**config.mk**
```make
export PLATFORM = sky130hd
export DESIGN_NAME = multi_lane_game
export DESIGN_NICKNAME = d
export VERILOG_FILES = /design/src/rtl/game_pkg.sv /design/src/rtl/lane_judge.sv /design/src/rtl/multi_lane_game.sv
export SDC_FILE = /design/constraint.sdc
export NUM_CORES = 1
export LEC_CHECK = 0
export CORE_MARGIN = 4
export CORE_UTILIZATION = 45
export CTS_CLUSTER_SIZE = 20
export DETAILED_ROUTE_END_ITERATION = 16
export PLACE_DENSITY = 0.69
export SLEW_MARGIN = 15
export SYNTH_ARGS = -nofsm -noshare
export SYNTH_HDL_FRONTEND = slang
export SYNTH_SLANG_ARGS = --single-unit
```
**constraint.sdc**
```tcl
create_clock -name clk -period 17.75 [get_ports clk]
set_clock_uncertainty 0.2 [all_clocks]
set_input_delay 3.55 -clock clk [delete_from_list [all_inputs] [get_ports clk]]
set_output_delay 3.55 -clock clk [all_outputs]
set_load 0.05 [all_outputs]
```
**src/rtl/game_pkg.sv**
```systemverilog
`default_nettype none
// +----------------------------------------------------------------------+
// | Module  : game_pkg                                                   |
// | Brief   : shared game state and judge grade types                    |
// | Revision: 1.0                                                        |
// +----------------------------------------------------------------------+
package game_pkg;

    typedef enum logic [1:0] {
        IDLE = 2'd0,
        PLAY = 2'd1,
        DONE = 2'd2,
        OVER = 2'd3
    } state_t;

    typedef enum logic [1:0] {
        NONE    = 2'd0,
        PERFECT = 2'd1,
        GOOD    = 2'd2,
        MISS    = 2'd3
    } grade_t;

    localparam int MIN_PERIOD = 4;

endpackage
`default_nettype wire

```
**src/rtl/lane_judge.sv**
```systemverilog
`default_nettype none
// +----------------------------------------------------------------------+
// | Module  : lane_judge                                                 |
// | Brief   : one note lane: button sync/edge, note shifter, judge grade |
// | Revision: 1.0                                                        |
// +----------------------------------------------------------------------+
module lane_judge
    import game_pkg::*;
#(
    parameter int SONG_LEN = 32,
    parameter int DISP_LEN = 8
) (
    input  logic                clk,
    input  logic                rst,
    input  logic                i_load,
    input  logic                i_active,
    input  logic                i_tick,
    input  logic                i_early,
    input  logic                i_clear_disp,
    input  logic [SONG_LEN-1:0] i_notes,
    input  logic                i_button,
    output logic [1:0]          o_grade,
    output logic [DISP_LEN-1:0] o_display,
    output logic                o_empty
);

    localparam int LW = SONG_LEN + DISP_LEN;

    logic [2:0]          r_sync;
    logic [LW-1:0]       r_lane;
    logic                r_consumed;
    logic [DISP_LEN-1:0] r_disp;
    logic                w_press;
    logic                w_live;
    logic [LW-1:0]       w_shifted;
    grade_t              w_grade;

    // [0],[1] form the synchroniser, [2] holds the previous synchronised level
    always_ff @(posedge clk) begin
        if (rst) r_sync <= '0;
        else     r_sync <= {r_sync[1], r_sync[0], i_button};
    end

    assign w_press   = r_sync[1] & ~r_sync[2];
    assign w_live    = r_lane[0] & ~r_consumed;
    assign w_shifted = r_lane >> 1;

    always_comb begin
        w_grade = NONE;
        if (i_active) begin
            if (w_press)
                w_grade = w_live ? (i_early ? PERFECT : GOOD) : MISS;
            else if (i_tick && w_live)
                w_grade = MISS;
        end
    end

    always_ff @(posedge clk) begin
        if (rst) begin
            r_lane     <= '0;
            r_consumed <= 1'b0;
            r_disp     <= '0;
        end else if (i_load) begin
            r_lane     <= {{DISP_LEN{1'b0}}, i_notes};
            r_consumed <= 1'b0;
            r_disp     <= '0;
        end else if (i_clear_disp) begin
            r_disp     <= '0;
        end else if (i_active) begin
            if (i_tick) begin
                r_lane     <= w_shifted;
                r_consumed <= 1'b0;
                r_disp     <= w_shifted[DISP_LEN-1:0];
            end else if (w_press && w_live) begin
                r_consumed <= 1'b1;
            end
        end
    end

    assign o_grade   = w_grade;
    assign o_display = r_disp;
    assign o_empty   = (r_lane == '0);

endmodule
`default_nettype wire

```
**src/rtl/multi_lane_game.sv**
```systemverilog
`default_nettype none
// +----------------------------------------------------------------------+
// | Module  : multi_lane_game                                            |
// | Brief   : multi-lane rhythm game core: timer, FSM, scoring           |
// | Revision: 1.0                                                        |
// +----------------------------------------------------------------------+
module multi_lane_game
    import game_pkg::*;
#(
    parameter int NUM_LANES   = 4,
    parameter int SONG_LEN    = 32,
    parameter int DISP_LEN    = 8,
    parameter int SCORE_W     = 12,
    parameter int MAX_MISSES  = 16,
    parameter int COMBO_BONUS = 8
) (
    input  logic                          clk,
    input  logic                          rst,
    input  logic                          start,
    input  logic                          pause,
    input  logic [22:0]                   period,
    input  logic [NUM_LANES*SONG_LEN-1:0] notes,
    input  logic [NUM_LANES-1:0]          buttons,
    output logic [NUM_LANES*DISP_LEN-1:0] display,
    output logic [SCORE_W-1:0]            score,
    output logic [SCORE_W-1:0]            num_hits,
    output logic [SCORE_W-1:0]            num_misses,
    output logic [SCORE_W-1:0]            combo,
    output logic [SCORE_W-1:0]            max_combo,
    output logic                          perfect_p,
    output logic                          hit_p,
    output logic                          miss_p,
    output logic [1:0]                    state
);

    localparam int CW = $clog2(NUM_LANES + 1);
    localparam int AW = SCORE_W + CW + 3;
    localparam logic [SCORE_W-1:0] c_max = '1;

    state_t             r_state, w_state_next;
    logic               r_start_d;
    logic [22:0]        r_per, r_tc;
    logic [SCORE_W-1:0] r_score, r_hits, r_misses, r_combo, r_max;
    logic               r_perfect_p, r_hit_p, r_miss_p;
    logic               w_load, w_active, w_tick, w_early;
    logic [1:0]         w_grade [NUM_LANES];
    logic [NUM_LANES-1:0] w_empty;
    logic [CW-1:0]      w_np, w_ng, w_nm, w_nh;
    logic [AW-1:0]      w_add;
    logic [SCORE_W-1:0] w_score_next, w_hits_next, w_misses_next, w_combo_next;

    function automatic logic [SCORE_W-1:0] sat_add(input logic [SCORE_W-1:0] a,
                                                    input logic [AW-1:0] b);
        logic [AW-1:0] s;
        s = AW'(a) + b;
        return (s > AW'(c_max)) ? c_max : s[SCORE_W-1:0];
    endfunction

    assign w_load   = (r_state != PLAY) && start && !r_start_d;
    assign w_active = (r_state == PLAY) && !pause;
    assign w_tick   = w_active && (r_tc == r_per - 23'd1);
    // A tick-cycle press sees tc == per-1, which is never early since per >= 4
    assign w_early  = r_tc < {1'b0, r_per[22:1]};

    for (genvar l = 0; l < NUM_LANES; l++) begin : g_lane
        lane_judge #(
            .SONG_LEN (SONG_LEN),
            .DISP_LEN (DISP_LEN)
        ) u_lane (
            .clk          (clk),
            .rst          (rst),
            .i_load       (w_load),
            .i_active     (w_active),
            .i_tick       (w_tick),
            .i_early      (w_early),
            .i_clear_disp (r_state != PLAY),
            .i_notes      (notes[l*SONG_LEN +: SONG_LEN]),
            .i_button     (buttons[l]),
            .o_grade      (w_grade[l]),
            .o_display    (display[l*DISP_LEN +: DISP_LEN]),
            .o_empty      (w_empty[l])
        );
    end

    always_comb begin
        w_np = '0;
        w_ng = '0;
        w_nm = '0;
        for (int l = 0; l < NUM_LANES; l++) begin
            if (w_grade[l] == PERFECT) w_np = w_np + CW'(1);
            if (w_grade[l] == GOOD)    w_ng = w_ng + CW'(1);
            if (w_grade[l] == MISS)    w_nm = w_nm + CW'(1);
        end
    end

    assign w_nh  = w_np + w_ng;
    assign w_add = AW'({w_np, 1'b0}) + AW'(w_ng)
                 + ((r_combo >= SCORE_W'(COMBO_BONUS)) ? AW'(w_nh) : AW'(0));

    assign w_score_next  = sat_add(r_score, w_add);
    assign w_hits_next   = sat_add(r_hits, AW'(w_nh));
    assign w_misses_next = sat_add(r_misses, AW'(w_nm));
    assign w_combo_next  = (w_nm != '0) ? '0 : sat_add(r_combo, AW'(w_nh));

    always_ff @(posedge clk) begin
        if (rst) r_state <= IDLE;
        else     r_state <= w_state_next;
    end

    always_comb begin
        w_state_next = r_state;
        case (r_state)
            PLAY: begin
                if (w_misses_next >= SCORE_W'(MAX_MISSES))
                    w_state_next = OVER;
                else if ((&w_empty) && (w_nh == '0) && (w_nm == '0))
                    w_state_next = DONE;
            end
            default: begin
                if (w_load) w_state_next = PLAY;
            end
        endcase
    end

    always_ff @(posedge clk) begin
        if (rst) begin
            r_start_d   <= 1'b0;
            r_per       <= 23'(MIN_PERIOD);
            r_tc        <= '0;
            r_score     <= '0;
            r_hits      <= '0;
            r_misses    <= '0;
            r_combo     <= '0;
            r_max       <= '0;
            r_perfect_p <= 1'b0;
            r_hit_p     <= 1'b0;
            r_miss_p    <= 1'b0;
        end else begin
            r_start_d   <= start;
            r_perfect_p <= 1'b0;
            r_hit_p     <= 1'b0;
            r_miss_p    <= 1'b0;
            if (w_load) begin
                r_per    <= (period < 23'(MIN_PERIOD)) ? 23'(MIN_PERIOD) : period;
                r_tc     <= '0;
                r_score  <= '0;
                r_hits   <= '0;
                r_misses <= '0;
                r_combo  <= '0;
                r_max    <= '0;
            end else if (w_active) begin
                r_tc        <= w_tick ? '0 : r_tc + 23'd1;
                r_score     <= w_score_next;
                r_hits      <= w_hits_next;
                r_misses    <= w_misses_next;
                r_combo     <= w_combo_next;
                r_max       <= (w_combo_next > r_max) ? w_combo_next : r_max;
                r_perfect_p <= (w_np != '0);
                r_hit_p     <= (w_nh != '0);
                r_miss_p    <= (w_nm != '0);
            end
        end
    end

    assign score      = r_score;
    assign num_hits   = r_hits;
    assign num_misses = r_misses;
    assign combo      = r_combo;
    assign max_combo  = r_max;
    assign perfect_p  = r_perfect_p;
    assign hit_p      = r_hit_p;
    assign miss_p     = r_miss_p;
    assign state      = r_state;

endmodule
`default_nettype wire

```
==> results.ini, run 1 <==
[run_status]
status = completed

[place]
port_buffers = 255
dp_hpwl_um = 32600
gp_congestion = 0.895
dpl_cell_area_um2 = 17800

[synth]
synth_seq_cells = 288
synth_nets = 2004
synth_top_area_share_pct = 38.3
synth_ff_type = dfxtp_1
seq_area_frac_synth_pct = 38.3
synthAdderAreaFrac_pct = 6.40
synthTopCellsByArea = dfxtp_1 38%, mux2i_1 8.1%, a211oi_1 6.2%, nor2_1 5.3%, ha_1 5.1%
syn_avg_cell_area_um2 = 8.48
ys_warn_count = 0
synth-edff-count = 0
synth_cell_types = 69
synth_top_cell_by_area = dfxtp_1
synth_top_family_by_area = simple AND/OR/NAND/NOR gates
ys_async_sr_fraction_pct = 0
syn_area_um2 = 15000
synth-compound-area-share_pct = 17.3
synth_xor_area_share_pct = 4.75
yosys.area_share.simple_pct = 20.3
synth_mux_area_share_pct = 8.34
synthCells = 1774

[setup_path]
critical_path_arrival_ns = 11.21
worstSetupStartpointType = input pin
rrSetupSlack_ns = 8.89
crit_path_max_fanout = 23
crit_path_top_delay_cell = nor2_2
cp.required_ns = 18.04
r2r-end = max_combo[4]
r2r-start = r_per[5]
max_stage_delay_ns = 0.71
crit_type = input pin to flop
crit_top_cell = a21o_1
worstSetupEndpointType = flop
ff2ff_path_depth = 35

[min_path]
hp-class = flop to flop
min_path_cells = 1
hold_start = g_lane[0].u_lane.r_sync[0]
min_to = g_lane[0].u_lane.r_sync[1]

[floorplanning]
coreArea_um2 = 32800
dieArea_um2 = 36400
start_util_pct = 45.9
fp.dieW_um = 191
rows = 66
ios = 256
die_h_um = 191

[pwr]
total_power_mw = 1.51
cellPowerDensity_nw_per_um2 = 80.6
leakagePower_nw = 7.73
peakVddDrop_v = 0.0000714

[final_layout]
fill_cells = 2977
fin_area_um2 = 18800
utilization_pct = 57.3
layout.nets = 2189
final_common_cell = dfxtp_1
final_cell_mix = 288 x dfxtp_1, 254 x clkdlybuf4s50_1, 212 x nor2_1
drive_gt1_share_pct = 4.15
area_growth_pct = 24.8

[timing]
hold_slack_ns = 0.235
finalCriticalPeriod_ns = 10.92
period_share_pct = 61.5
setup_tns_ns = 0
slew_headroom_pct = 23.9
rsz0062_at_grt = no
tightestPinTransition_ns = 1.14
final-setup-viol-count = 0
slew_violations = 0
max_freq_mhz = 91.6
hold_violations = 0

[clock_tree]
cts_setup_buffers = 0
cts_buffers = 31
clockBufferDepth = 3
cts_tree = done
clk_latency_ns = 0.56
path_clk_slew_ns = 0.06
cts_hold_buf = 0
cts.sinks = 288
htreeDepth = 1
root_buffer = clkbuf_16
ctsResizeCount = 0

[routing]
wl_per_cell_um = 18.3
via_per_inst = 5.59
drc = 0
drt_iter0_markers = 854
first_pass_iters = 6
ant_nets = 0
drt-total-wl_um = 44400
vias = 13552

[grt]
grt_overflow = 0
antenna_found_initial = 3
grt_pass1_vias = 13428
grt_max_degree = 104
grt_pass1_wl_um = 70700
grtUsageTotal_pct = 23.6

[flow_run]
drv_cap = 0

[cell type report]
| type | instances | area, um2 | share of cell area (%) |
|---|---|---|---|
| multi-input combinational | 1307 | 8610 | 45.9 |
| sequential | 288 | 5770 | 30.7 |
| timing repair buffer | 267 | 2640 | 14.1 |
| clock buffer | 44 | 885 | 4.71 |
| tap | 442 | 553 | 2.95 |
| inverter | 64 | 240 | 1.28 |
| clock inverter | 8 | 70.1 | 0.373 |
| antenna | 3 | 7.51 | 0.0400 |
[synthesized netlist by cell type, drive strengths merged, types with 3 or more instances]
| cell type | number |
|---|---|
| a211oi | 126 |
| a21boi | 3 |
| a21o | 19 |
| a21oi | 102 |
| a22o | 24 |
| a311oi | 6 |
| a31oi | 20 |
| and2 | 11 |
| and3 | 8 |
| and4 | 5 |
| buf | 26 |
| clkbuf | 89 |
| dfxtp | 288 |
| fa | 10 |
| ha | 61 |
| inv | 64 |
| mux2 | 3 |
| mux2i | 122 |
| nand2 | 178 |
| nand2b | 22 |
| nand3 | 39 |
| nand4 | 35 |
| nor2 | 214 |
| nor2b | 35 |
| nor3 | 22 |
| nor4 | 50 |
| o2111ai | 3 |
| o211ai | 4 |
| o21a | 8 |
| o21ai | 45 |
| o22ai | 4 |
| or2 | 4 |
| or3 | 7 |
| or4 | 6 |
| xnor2 | 37 |
| xor2 | 42 |
[layer usage]
layer / up-vias / GRT usage, % / routed length [um]
met5: - / 0 / 13
met4: 2 / 6.38 / 1090
met3: 72 / 5.38 / 2990
met2: 355 / 39.2 / 20600
met1: 6414 / 31.0 / 19700
li1: 6709 / - / -
[worst max path at each step]
stage	end	startpoint	slack (ns)	cells after the start
after global routing	max_combo[4]	pause	6.17	30
after CTS	max_combo[4]	pause	6.83	29
after floorplan	max_combo[10]	pause	7.71	31
after global placement	max_combo[1]	pause	6.44	29
final	max_combo[4]	pause	6.83	29
after detailed placement	max_combo[4]	pause	6.25	29
[stage by stage]
step           std cells  worst slack (ns)
3_5_place_dp        2368              6.25
3_3_place_gp        2368              6.44
4_1_cts             2420              6.83
2_1_floorplan       1774              7.71
6_report            2423              6.83
5_1_grt             2422              6.17
[report_power, final]
part           total, mW  switching (mW)  internal, mW
logic              0.184          0.0990        0.0846
clock network      0.619           0.262         0.357
registers          0.711          0.0331         0.678
[worst max-delay path, delay by kind of cell]
kind	cells	cell delay [ns]
compound gates	12	2.20
xor+xnor	1	0.18
simple gates	8	2.62
fa+ha+maj	5	1.91
buf+inv	3	0.70
[sequential cells by signal (all words and copies together), names as in the netlist, 2 cells and up]
name,count
g_lane.u_lane.r_lane,128
g_lane.u_lane.o_display,32
r_per,23
r_tc,23
combo,12
g_lane.u_lane.r_sync,12
max_combo,12
num_hits,12
num_misses,12
score,12
g_lane.u_lane.r_consumed,4
state,2
[kinds of logic after synthesis]
family,count (synthesis)
simple gates,645
compound gates,386
fa+ha+maj,71
xor+xnor,80
flops,288
buf+inv,179
mux,125
(Power assumes the default switching activity.)
==> run 2, diff against run 1 <==
--- a/config.mk
+++ b/config.mk
@@ -9,7 +9,7 @@
 export CORE_UTILIZATION = 45
 export CTS_CLUSTER_SIZE = 20
 export DETAILED_ROUTE_END_ITERATION = 16
-export PLACE_DENSITY = 0.69
+export PLACE_DENSITY = 0.72
 export SLEW_MARGIN = 15
 export SYNTH_ARGS = -nofsm -noshare
 export SYNTH_HDL_FRONTEND = slang
==> constraint.sdc (replaced) <==
create_clock -name clk -period 10 [get_ports clk]
set_clock_uncertainty 0.2 [all_clocks]
set_input_delay 2 -clock clk [delete_from_list [all_inputs] [get_ports clk]]
set_output_delay 2 -clock clk [all_outputs]
set_load 0.05 [all_outputs]
==> run 2 against run 1 <==
Against the previous run: register-to-register slack got worse by 7.4 ns; clock-buffer cell count increased by 2; cell area increased by 0.81%.
==> results.ini, run 2 (synthesized netlist as in run 1, its figures left out) <==
[grt]
antenna_found_initial = 4
grt_pass1_wl_um = 71100
grt_pass1_vias = 13295
grt_overflow = 0
grtUsageTotal_pct = 23.7
grt_max_degree = 116

[routing]
drt_iter0_markers = 735
via_per_inst = 5.55
first_pass_iters = 5
wl_per_cell_um = 18.2
vias = 13508
drt-total-wl_um = 44400
ant_nets = 0
drc = 0

[floorplanning]
coreArea_um2 = 32800
fp.dieW_um = 191
dieArea_um2 = 36400
rows = 66
ios = 256
die_h_um = 191
start_util_pct = 45.9

[timing]
slew_headroom_pct = 21.3
slew_violations = 0
max_freq_mhz = 114
period_share_pct = 87.9
rsz0062_at_grt = no
hold_violations = 0
finalCriticalPeriod_ns = 8.79
setup_tns_ns = 0
final-setup-viol-count = 0
tightestPinTransition_ns = 1.18

[min_path]
hp-class = flop to flop

[pwr]
cellPowerDensity_nw_per_um2 = 148
peakVddDrop_v = 0.0000982
leakagePower_nw = 7.81

[final_layout]
final_common_cell = dfxtp_1
regMostFlops = g_lane.u_lane.r_lane
largest_reg_flops = 128
fin_cells = 2432
area_growth_pct = 25.8
layout.nets = 2194
final_cell_mix = 288 x dfxtp_1, 254 x clkdlybuf4s50_1, 212 x nor2_1
fill_cells = 2984
drive_gt1_share_pct = 4.43

[setup_path]
cp.required_ns = 10.25
crit_path_max_fanout = 21
max_stage_delay_ns = 0.70
worstSetupStartpointType = input pin
crit_type = input pin to flop
crit_path_top_delay_cell = fa_1
crit_top_cell = a21o_1
worstSetupEndpointType = flop
critical_path_arrival_ns = 9.04

[clock_tree]
ctsResizeCount = 0
cts_tree = done
root_buffer = clkbuf_16
cts.sinks = 288
cts_hold_buf = 0
cts_buffers = 34
path_clk_slew_ns = 0.05
htreeDepth = 2
cts_setup_buffers = 0
clk_latency_ns = 0.52
clockBufferDepth = 3

[run_status]
status = completed

[place]
port_buffers = 255
dp.cells = 2370
dp_hpwl_um = 32300
gp_congestion = 0.895

[flow_run]
drv_cap = 0

==> run 2: power breakdown <==
part	internal (mW)	switching (mW)	total [mW]
registers	1.20	0.0601	1.26
logic	0.150	0.174	0.324
clock network	0.720	0.496	1.22
==> run 2: critical path, delay by kind of cell <==
kind / cells / cell delay (ns)
buf+inv: 5 / 1.25
simple gates: 8 / 1.94
fa+ha+maj: 5 / 1.82
xor+xnor: 1 / 0.20
compound gates: 12 / 1.82
==> run 2: final cells by class <==
class / instances / area, um2 / share of cell area (%)
Multi-Input combinational cell: 1307 / 8610 / 45.5
Antenna cell: 4 / 10.0 / 0.0529
Clock buffer: 46 / 947 / 5.00
Tap cell: 442 / 553 / 2.92
Timing Repair Buffer: 269 / 2660 / 14.0
Clock inverter: 12 / 140 / 0.740
Inverter: 64 / 240 / 1.27
Sequential cell: 288 / 5770 / 30.5
==> run 2: per-layer routing <==
metal / track usage, % / up-vias / part of all wire (%)
li1: - / 6720 / -
met1: 30.9 / 6349 / 44
met2: 38.6 / 366 / 46
met3: 6.28 / 71 / 7.3
met4: 6.93 / 2 / 2.6
met5: 0.549 / - / 0.027
==> run 2: final timing paths <==
path | end | startpoint | depth (start not counted) | slack, ns
min | g_lane[3].u_lane.r_sync[1] | g_lane[3].u_lane.r_sync[0] | 1 | 0.23
min reg2reg | g_lane[3].u_lane.r_sync[1] | g_lane[3].u_lane.r_sync[0] | 1 | 0.23
max | max_combo[2] | pause | 31 | 1.21
max reg2reg | max_combo[2] | r_per[5] | 36 | 1.49
==> run 2: metrics by stage <==
step / hold WS (ns) / instance area [um2] / power [mW] / util (%) / worst slack, ns
3_5_place_dp: 0.223 / 17800 / 1.61 / 54.4 / 0.708
6_report: 0.234 / 18900 / 2.80 / 57.7 / 1.21
3_3_place_gp: 0.218 / 17800 / 1.60 / 54.4 / 0.963
2_1_floorplan: 0.214 / 15000 / 1.47 / - / 1.51
5_1_grt: 0.258 / 18900 / 2.92 / 57.7 / 0.620
4_1_cts: 0.236 / 18900 / 2.83 / 57.7 / 1.23
